## config.mk

```make
export PLATFORM = sky130hd
export DESIGN_NAME = md5_multicontrol
export DESIGN_NICKNAME = d
export VERILOG_FILES = /design/src/rtl/md5_ctrl_pkg.sv /design/src/rtl/md5_unit_tracker.sv /design/src/rtl/md5_multicontrol.sv
export SDC_FILE = /design/constraint.sdc
export NUM_CORES = 1
export LEC_CHECK = 0
export CAP_MARGIN = 25
export CORE_MARGIN = 1.5
export CORE_UTILIZATION = 35
export DETAILED_ROUTE_END_ITERATION = 8
export GPL_TIMING_DRIVEN = 0
export PLACE_DENSITY = 0.59
export SLEW_MARGIN = 20
export SYNTH_ARGS = -nofsm -noshare
export SYNTH_HDL_FRONTEND = slang
export SYNTH_SLANG_ARGS = --single-unit
```

## constraint.sdc

```tcl
create_clock -name clk -period 3.3 [get_ports clk]
set_input_delay 0.33 -clock clk [delete_from_list [all_inputs] [get_ports clk]]
set_output_delay 0.33 -clock clk [all_outputs]
set_load 0.02 [all_outputs]
```

## src/rtl/md5_ctrl_pkg.sv

```systemverilog
// Shared constants for the MD5 cracker multi-unit controller.
// Register word addresses, block version and unit-count ceiling.
// No logic; imported by the controller top and its per-unit tracker.
package md5_ctrl_pkg;

    localparam logic [2:0] ADDR_RESET  = 3'd0;
    localparam logic [2:0] ADDR_START  = 3'd1;
    localparam logic [2:0] ADDR_DONE   = 3'd2;
    localparam logic [2:0] ADDR_IRQ_EN = 3'd3;
    localparam logic [2:0] ADDR_ENABLE = 3'd4;
    localparam logic [2:0] ADDR_CYCLES = 3'd5;
    localparam logic [2:0] ADDR_INFO   = 3'd6;

    localparam logic [7:0] VERSION   = 8'h02;
    localparam int         MAX_UNITS = 32;

endpackage

```

## src/rtl/md5_unit_tracker.sv

```systemverilog
// Per-unit state: busy flag, done edge detect, sticky done and start/reset pulses.
// Pulses and state update one cycle after the request.
// No backpressure; a start request is dropped while the unit is busy.
module md5_unit_tracker (
    input  logic clk,
    input  logic reset_n,
    input  logic armed,
    input  logic rst_req,
    input  logic start_req,
    input  logic clr_req,
    input  logic done_in,
    output logic start_acc,
    output logic md5_start,
    output logic md5_reset,
    output logic busy,
    output logic done_sticky
);

    logic done_prev;
    logic done_edge;

    // Busy is sampled before this cycle's update, so a coinciding done edge cannot admit a start.
    assign start_acc = start_req & ~busy;
    assign done_edge = armed & done_in & ~done_prev;

    always_ff @(posedge clk or negedge reset_n) begin
        if (!reset_n) begin
            done_prev   <= 1'b0;
            md5_start   <= 1'b0;
            md5_reset   <= 1'b0;
            busy        <= 1'b0;
            done_sticky <= 1'b0;
        end else begin
            done_prev <= done_in;
            md5_start <= start_acc;
            md5_reset <= rst_req;

            if (rst_req)
                busy <= 1'b0;
            else if (start_acc)
                busy <= 1'b1;
            else if (done_edge)
                busy <= 1'b0;

            // A reset aborts silently; a fresh edge beats a same-cycle clear.
            if (rst_req)
                done_sticky <= 1'b0;
            else if (done_edge)
                done_sticky <= 1'b1;
            else if (clr_req)
                done_sticky <= 1'b0;
        end
    end

endmodule

```

## src/rtl/md5_multicontrol.sv

```systemverilog
// Avalon-MM controller for NUM_UNITS MD5 cracker units: start/reset/done/irq/cycle count.
// Read data one cycle after avs_read; unit pulses one cycle after the write.
// No wait states; a read coinciding with a write is dropped.
module md5_multicontrol
    import md5_ctrl_pkg::*;
#(
    parameter int NUM_UNITS = 8,
    parameter int CNT_W     = 32
) (
    input  logic                 clk,
    input  logic                 reset_n,
    input  logic [2:0]           avs_address,
    input  logic [31:0]          avs_writedata,
    input  logic                 avs_write,
    input  logic                 avs_read,
    output logic [31:0]          avs_readdata,
    output logic                 avs_readdatavalid,
    output logic [NUM_UNITS-1:0] md5_start,
    output logic [NUM_UNITS-1:0] md5_reset,
    input  logic [NUM_UNITS-1:0] md5_done,
    output logic                 irq
);

    logic [NUM_UNITS-1:0] wdat;
    logic [NUM_UNITS-1:0] irq_en;
    logic [NUM_UNITS-1:0] enable;
    logic [NUM_UNITS-1:0] busy;
    logic [NUM_UNITS-1:0] done_sticky;
    logic [NUM_UNITS-1:0] start_acc;
    logic [CNT_W-1:0]     cycles;
    logic [31:0]          rd_mux;
    logic                 armed;
    logic                 wr_reset;
    logic                 wr_start;
    logic                 wr_done;
    logic                 unused_wdat;

    assign wdat        = avs_writedata[NUM_UNITS-1:0];
    assign unused_wdat = ^avs_writedata;

    assign wr_reset = avs_write && (avs_address == ADDR_RESET);
    assign wr_start = avs_write && (avs_address == ADDR_START);
    assign wr_done  = avs_write && (avs_address == ADDR_DONE);

    // Suppresses edge detection on the first clock after reset so a level already high is not a done.
    always_ff @(posedge clk or negedge reset_n) begin
        if (!reset_n)
            armed <= 1'b0;
        else
            armed <= 1'b1;
    end

    always_ff @(posedge clk or negedge reset_n) begin
        if (!reset_n) begin
            irq_en <= '0;
            enable <= '1;
        end else if (avs_write) begin
            if (avs_address == ADDR_IRQ_EN)
                irq_en <= wdat;
            if (avs_address == ADDR_ENABLE)
                enable <= wdat;
        end
    end

    for (genvar gi = 0; gi < NUM_UNITS; gi++) begin : g_unit
        md5_unit_tracker u_trk (
            .clk         (clk),
            .reset_n     (reset_n),
            .armed       (armed),
            .rst_req     (wr_reset & wdat[gi]),
            .start_req   (wr_start & wdat[gi] & enable[gi]),
            .clr_req     (wr_done & wdat[gi]),
            .done_in     (md5_done[gi]),
            .start_acc   (start_acc[gi]),
            .md5_start   (md5_start[gi]),
            .md5_reset   (md5_reset[gi]),
            .busy        (busy[gi]),
            .done_sticky (done_sticky[gi])
        );
    end

    always_ff @(posedge clk or negedge reset_n) begin
        if (!reset_n)
            cycles <= '0;
        else if (|start_acc)
            cycles <= '0;
        else if ((|busy) && (cycles != '1))
            cycles <= cycles + CNT_W'(1);
    end

    always_ff @(posedge clk or negedge reset_n) begin
        if (!reset_n)
            irq <= 1'b0;
        else
            irq <= |(done_sticky & irq_en);
    end

    always_comb begin
        rd_mux = '0;
        case (avs_address)
            ADDR_START:  rd_mux = 32'(busy);
            ADDR_DONE:   rd_mux = 32'(done_sticky);
            ADDR_IRQ_EN: rd_mux = 32'(irq_en);
            ADDR_ENABLE: rd_mux = 32'(enable);
            ADDR_CYCLES: rd_mux = 32'(cycles);
            ADDR_INFO:   rd_mux = {16'h0000, VERSION, 8'(NUM_UNITS)};
            default:     rd_mux = '0;
        endcase
    end

    always_ff @(posedge clk or negedge reset_n) begin
        if (!reset_n) begin
            avs_readdata      <= '0;
            avs_readdatavalid <= 1'b0;
        end else if (avs_read && !avs_write) begin
            avs_readdata      <= rd_mux;
            avs_readdatavalid <= 1'b1;
        end else begin
            avs_readdatavalid <= 1'b0;
        end
    end

endmodule

```

# ---- Word level (Yosys, flattened, before mapping)
# Cells that the tools add are included.
dict set report totals {
  wordCells 209
  inputBits 47
  register_bits 123
  output_inout_bits 50
}
dict set report classes {
  n_addsub 1
  n_mux 52
  n_reduce_logical 29
  bitwise 73
  eq_ne 7
}
# op n
set op_table {}
lappend op_table {{32-bit one-hot mux with 6 select lines} 1}
lappend op_table {{32-bit two-way mux} 2}
lappend op_table {{1-bit bitwise AND} 56}
lappend op_table {{1-bit two-way mux} 49}
lappend op_table {{3-bit nonzero test} 16}
lappend op_table {{32-bit by 1-bit adder with 32-bit output (second input constant)} 1}
lappend op_table {{32-bit inequality test (second input constant)} 1}
lappend op_table {{8-bit OR reduction} 3}
lappend op_table {{1-bit inverter} 16}
lappend op_table {{3-bit equality test (second input constant)} 3}
lappend op_table {{8-bit bitwise AND} 1}
lappend op_table {{3-bit by 2-bit equality test with 1-bit output (second input constant)} 2}
lappend op_table {{1-bit logical AND} 5}
lappend op_table {{2-bit AND reduction} 2}
lappend op_table {{3-bit by 1-bit equality test with 1-bit output (second input constant)} 1}
lappend op_table {{3-bit logical NOT} 1}
lappend op_table {{2-bit nonzero test} 1}
lappend op_table {{1-bit logical NOT} 1}

# ---- Logic depth before layout (Yosys ltp)
dict set report logic_depth {
  word_depth 7
  depth_mapped 7
}

# ---- By module
# Synthesis repeated with hierarchy kept, for this count alone.
dict set report unflattened {
  hier_cells 506
  hier_area_um2 5685.5
}
# module area_each_um2 n_inst cells_per_inst
set modules_own_cells {}
lappend modules_own_cells {md5_multicontrol 4294.1 1 410}
lappend modules_own_cells {md5_unit_tracker 173.9 8 12}

# ---- Worst setup path after synthesis
# Ideal clock, no wire load.
dict set report synth_timing {
  path_kind {reg2reg}
  start {register cycles[0]}
  end {register cycles[31]}
  stages_incl_launch_ff 8
  n_path_buf 1
  path_slack_ns 1.148
  arrival_ns 2.074
  setup_time_ns 0.078
  required_ns 3.222
  synth_period_minus_slack_ns 2.152
  path_cell_list {dfrtp_1 > ha_1 > nand4_1 > clkbuf_1 > nor4_1 > or4_1 > or3_1 > a21oi_1}
}
dict set report synth_via {
  elab_chain_len 3
  elab_cells_between_ends 6
}
# element line_no
set synth_rtl {}
lappend synth_rtl {{start: declaration} md5_multicontrol.sv:30} ;# logic [CNT_W-1:0] cycles;
lappend synth_rtl {{start signal: assignment} md5_multicontrol.sv:88} ;# cycles <= cycles + CNT_W'(1);
lappend synth_rtl {{32-bit by 1-bit adder with 32-bit output or 32-bit inequality test (tied branches)} {md5_multicontrol.sv:88, md5_multicontrol.sv:87}}
lappend synth_rtl {{32-bit two-way mux or 1-bit logical AND (tied branches)} md5_multicontrol.sv:87} ;# else if ((|busy) && (cycles != '1))
lappend synth_rtl {{32-bit two-way mux or 2-bit nonzero test (tied branches)} -}
# Several ways; a longest one is shown, not always the timed one. The select of a mux whose other input is x is not followed.
# A chain may end at the register's enable or synchronous reset.

# ---- Final worst setup path
dict set report layout_timing {
  start {input port avs_address[2]}
  end {register cycles[23]}
}
dict set report layout_via {
  elab_chain_len 7
  elab_cells_between_ends 29
}
# element line_no
set layout_rtl {}
lappend layout_rtl {{start: declaration} md5_multicontrol.sv:12} ;# input logic [2:0] avs_address,
lappend layout_rtl {{3-bit by 1-bit equality test with 1-bit output *} md5_multicontrol.sv:42} ;# assign wr_start = avs_write && (avs_address == ADDR_START);
lappend layout_rtl {{1-bit logical AND *} md5_multicontrol.sv:42}
lappend layout_rtl {{1-bit bitwise AND (2 in series)} md5_multicontrol.sv:71} ;# .start_req (wr_start & wdat[gi] & enable[gi]),
lappend layout_rtl {{1-bit bitwise AND} md5_unit_tracker.sv:23} ;# assign start_acc = start_req & ~busy;
lappend layout_rtl {{8-bit OR reduction *} md5_multicontrol.sv:85} ;# else if (|start_acc)
lappend layout_rtl {{32-bit two-way mux or 2-bit nonzero test (tied branches)} -}
# Mark *: on every way between the ends. The rest lies on a longest branch, timed or not.

==> impl_metrics.json <==
{
  "async_reset_ff_frac": 1.00,
  "initial_utilization": 0.358,
  "post-place-cells": 815,
  "startpoint": "avs_address[2]",
  "yosys_warnings": 0,
  "vias": 4470,
  "multi_input_area_mm2": 0.00233,
  "hold_viol": 0,
  "synth_fp_nets": 574,
  "finalClockSkew_ns": 0.00540,
  "synth_cells": 526,
  "reg2reg_from": "g_unit[7].u_trk.busy",
  "place_ws_ns": 0.294,
  "cp.arrival_ns": 2.93,
  "tightest_slew_ns": 0.918,
  "grt_start_max_net_pins": 64,
  "final_core_util": 0.462,
  "wire_per_inst_um": 17.3,
  "drt_iter0_drc": 336,
  "maxCapViolations": 0,
  "total_leakage_power_nw": 3.11,
  "numCtsBuffers": 17,
  "rsz0062_at_grt": "no",
  "fin_nets": 667,
  "final_cell_mix": "115 x dfrtp_1, 71 x clkdlybuf4s50_1, 58 x nor2_1",
  "fillers": 1453,
  "min_from": "md5_done[2]",
  "fin_cells": 848,
  "hold_class": "in2reg",
  "synth-edff-count": 0,
  "worst_setup_path_start_kind": "primary input",
  "synth-main-ff-cell": "dfrtp_1",
  "grt_pass1_wl_mm": 23.5,
  "cts_tree": "yes",
  "dieArea_mm2": 0.0169,
  "max_freq_mhz": 385,
  "cts.repair.resized": 0,
  "setup_viol": 0,
  "synth_cell_type_count": 57,
  "cp.required_ns": 3.63,
  "io_pins": 97,
  "cts-root-buf": "clkbuf_16",
  "netlist_area_mm2": 0.00566,
  "grt_usage": 0.185,
  "cts_buffer_depth": 2,
  "final_common_cell": "dfrtp_1",
  "max_slew_margin": 0.384,
  "worst-path-max-fanout": 10,
  "routed_wl_mm": 14.7,
  "dp_hpwl_mm": 10.6,
  "antennaDiodeCount": 0,
  "grt-ovfl-total": 0,
  "worstSetupPathType": "in2reg",
  "antenna_left": 0,
  "drtPass1Iterations": 5,
  "power_per_cell_area_mw_per_mm2": 610,
  "setup_ws_ns": 0.704,
  "antenna_found_initial": 0,
  "grt_pass1_vias": 4320,
  "ys_seq_area_frac": 0.546,
  "rows": 46,
  "ys_ff_latch": 123,
  "drive_above_1_share": 0.146,
  "numClockSinks": 123,
  "fin_crit_ns": 2.60,
  "clk_pin_slew_ns": 0.05,
  "insertion_delay_ns": 0.42,
  "htreeDepth": 4,
  "avgViaCountPerCell": 5.27,
  "status": "completed",
  "crit_path_end_kind": "flop",
  "power.total_mw": 4.47,
  "portBuffers": 72,
  "die_h_um": 130,
  "syn_to_final_growth_pct": 29.3,
  "ir_worst_vdd_v": 0.000371,
  "core_area_mm2": 0.0158,
  "holdWs_ns": 0.376,
  "die_x_um": 130,
  "regArea_mm2": 0.00309,
  "report.final.slew_viol_count": 0,
  "gp_congestion": 0.913,
  "drcViolationCount": 0,
  "fin_crit_sh": 0.787,
  "avgSynthCellArea_um2": 10.8
}
stage by stage:
stage	instance area, µm²	TNS, ns
final	7320	0
after global routing	7320	0
after CTS	7320	0
after detailed placement	6680	0
after global placement	6650	-338.09
after floorplan	5660	0
critical path, cell delays in order:
cell and delay, ns:
clkdlybuf4s50_1 0.62, nand4bb_1 0.21, clkbuf_1 0.44, a21oi_1 0.13, or3_1 0.42, buf_2 0.23, clkbuf_1 0.31, a21oi_1 0.22
cells in the mapped netlist, types with 5 or more instances:
library cell / instances / share of area
and4_1: 5 / 0.0077
or4_1: 7 / 0.0093
nor2_1: 58 / 0.038
inv_1: 6 / 0.0040
and3_1: 11 / 0.012
buf_4: 16 / 0.021
nand3_1: 10 / 0.0088
a22o_1: 25 / 0.039
mux2_2: 15 / 0.030
o221ai_1: 5 / 0.0077
xnor2_1: 6 / 0.0093
a21oi_2: 5 / 0.0077
mux2i_1: 10 / 0.018
nand4_1: 7 / 0.0077
nor2b_1: 14 / 0.015
clkbuf_1: 18 / 0.012
a32o_1: 5 / 0.0088
or3_1: 7 / 0.0077
nand2_1: 39 / 0.026
a21oi_1: 24 / 0.021
o21ai_0: 20 / 0.018
nor3_1: 5 / 0.0044
o31ai_1: 6 / 0.0080
nor4_1: 8 / 0.0088
dfrtp_1: 115 / 0.51
a221o_1: 5 / 0.0088
dfstp_2: 8 / 0.037
nand3b_1: 9 / 0.012
kinds of logic after synthesis:
kind of cell / Yosys count / share of synthesized area
flip-flops: 123 / 0.546
other: 1 / 0.000662
XOR/XNOR: 10 / 0.0155
AO/OA/AOI/OAI: 124 / 0.160
AND/OR/NAND/NOR: 197 / 0.186
multiplexers: 25 / 0.0475
adder cells (fa/ha/maj): 1 / 0.00221
buffers and inverters: 45 / 0.0422
state kept, by name, indices dropped and copies added (netlist names):
register,flops
irq,1
armed,1
g_unit.u_trk.md5_reset,8
avs_readdata,32
g_unit.u_trk.busy,8
avs_readdatavalid,1
g_unit.u_trk.md5_start,8
enable,8
g_unit.u_trk.done_sticky,8
g_unit.u_trk.done_prev,8
irq_en,8
cycles,32
layout make-up:
| cell class | instances | share of cell area |
|---|---|---|
| inverter | 6 | 0.00308 |
| buffer | 39 | 0.0296 |
| sequential | 123 | 0.422 |
| timing repair buffer | 74 | 0.104 |
| clock buffer | 21 | 0.0629 |
| clock inverter | 11 | 0.0229 |
| tap | 216 | 0.0369 |
| multi-input combinational | 358 | 0.319 |
worst paths after layout:
check	cells past startpoint	endpoint	slack [ns]
min in group asynchronous	2	g_unit[2].u_trk.md5_start	0.46
hold / removal	1	g_unit[2].u_trk.done_prev	0.38
setup / recovery	8	cycles[23]	0.70
max in group asynchronous	3	enable[6]	2.11
hold reg to reg	1	avs_readdata[30]	0.50
setup reg to reg	6	cycles[17]	0.80
what timing repair did:
| action | in CTS | in global routing |
|---|---|---|
| setup buffers | 0 | 0 |
| endpoints found under the hold margin | 58 | 0 |
| hold buffers | 1 | 0 |
layer usage:
metal,vias to the layer above,global-route usage,share of wire
li1,2116,-,-
met1,2208,0.260,0.48
met2,122,0.273,0.45
met3,24,0.0459,0.049
met4,0,0.0752,0.019
met5,-,0,0
report_power, final:
group	internal [mW]	switching [mW]	total [mW]	leakage (nW)
Combinational	0.278	0.335	0.613	1.20
Clock	1.30	0.681	1.98	0.303
Sequential	1.69	0.182	1.87	1.60
Note: power is estimated with default switching activity, not from simulation.
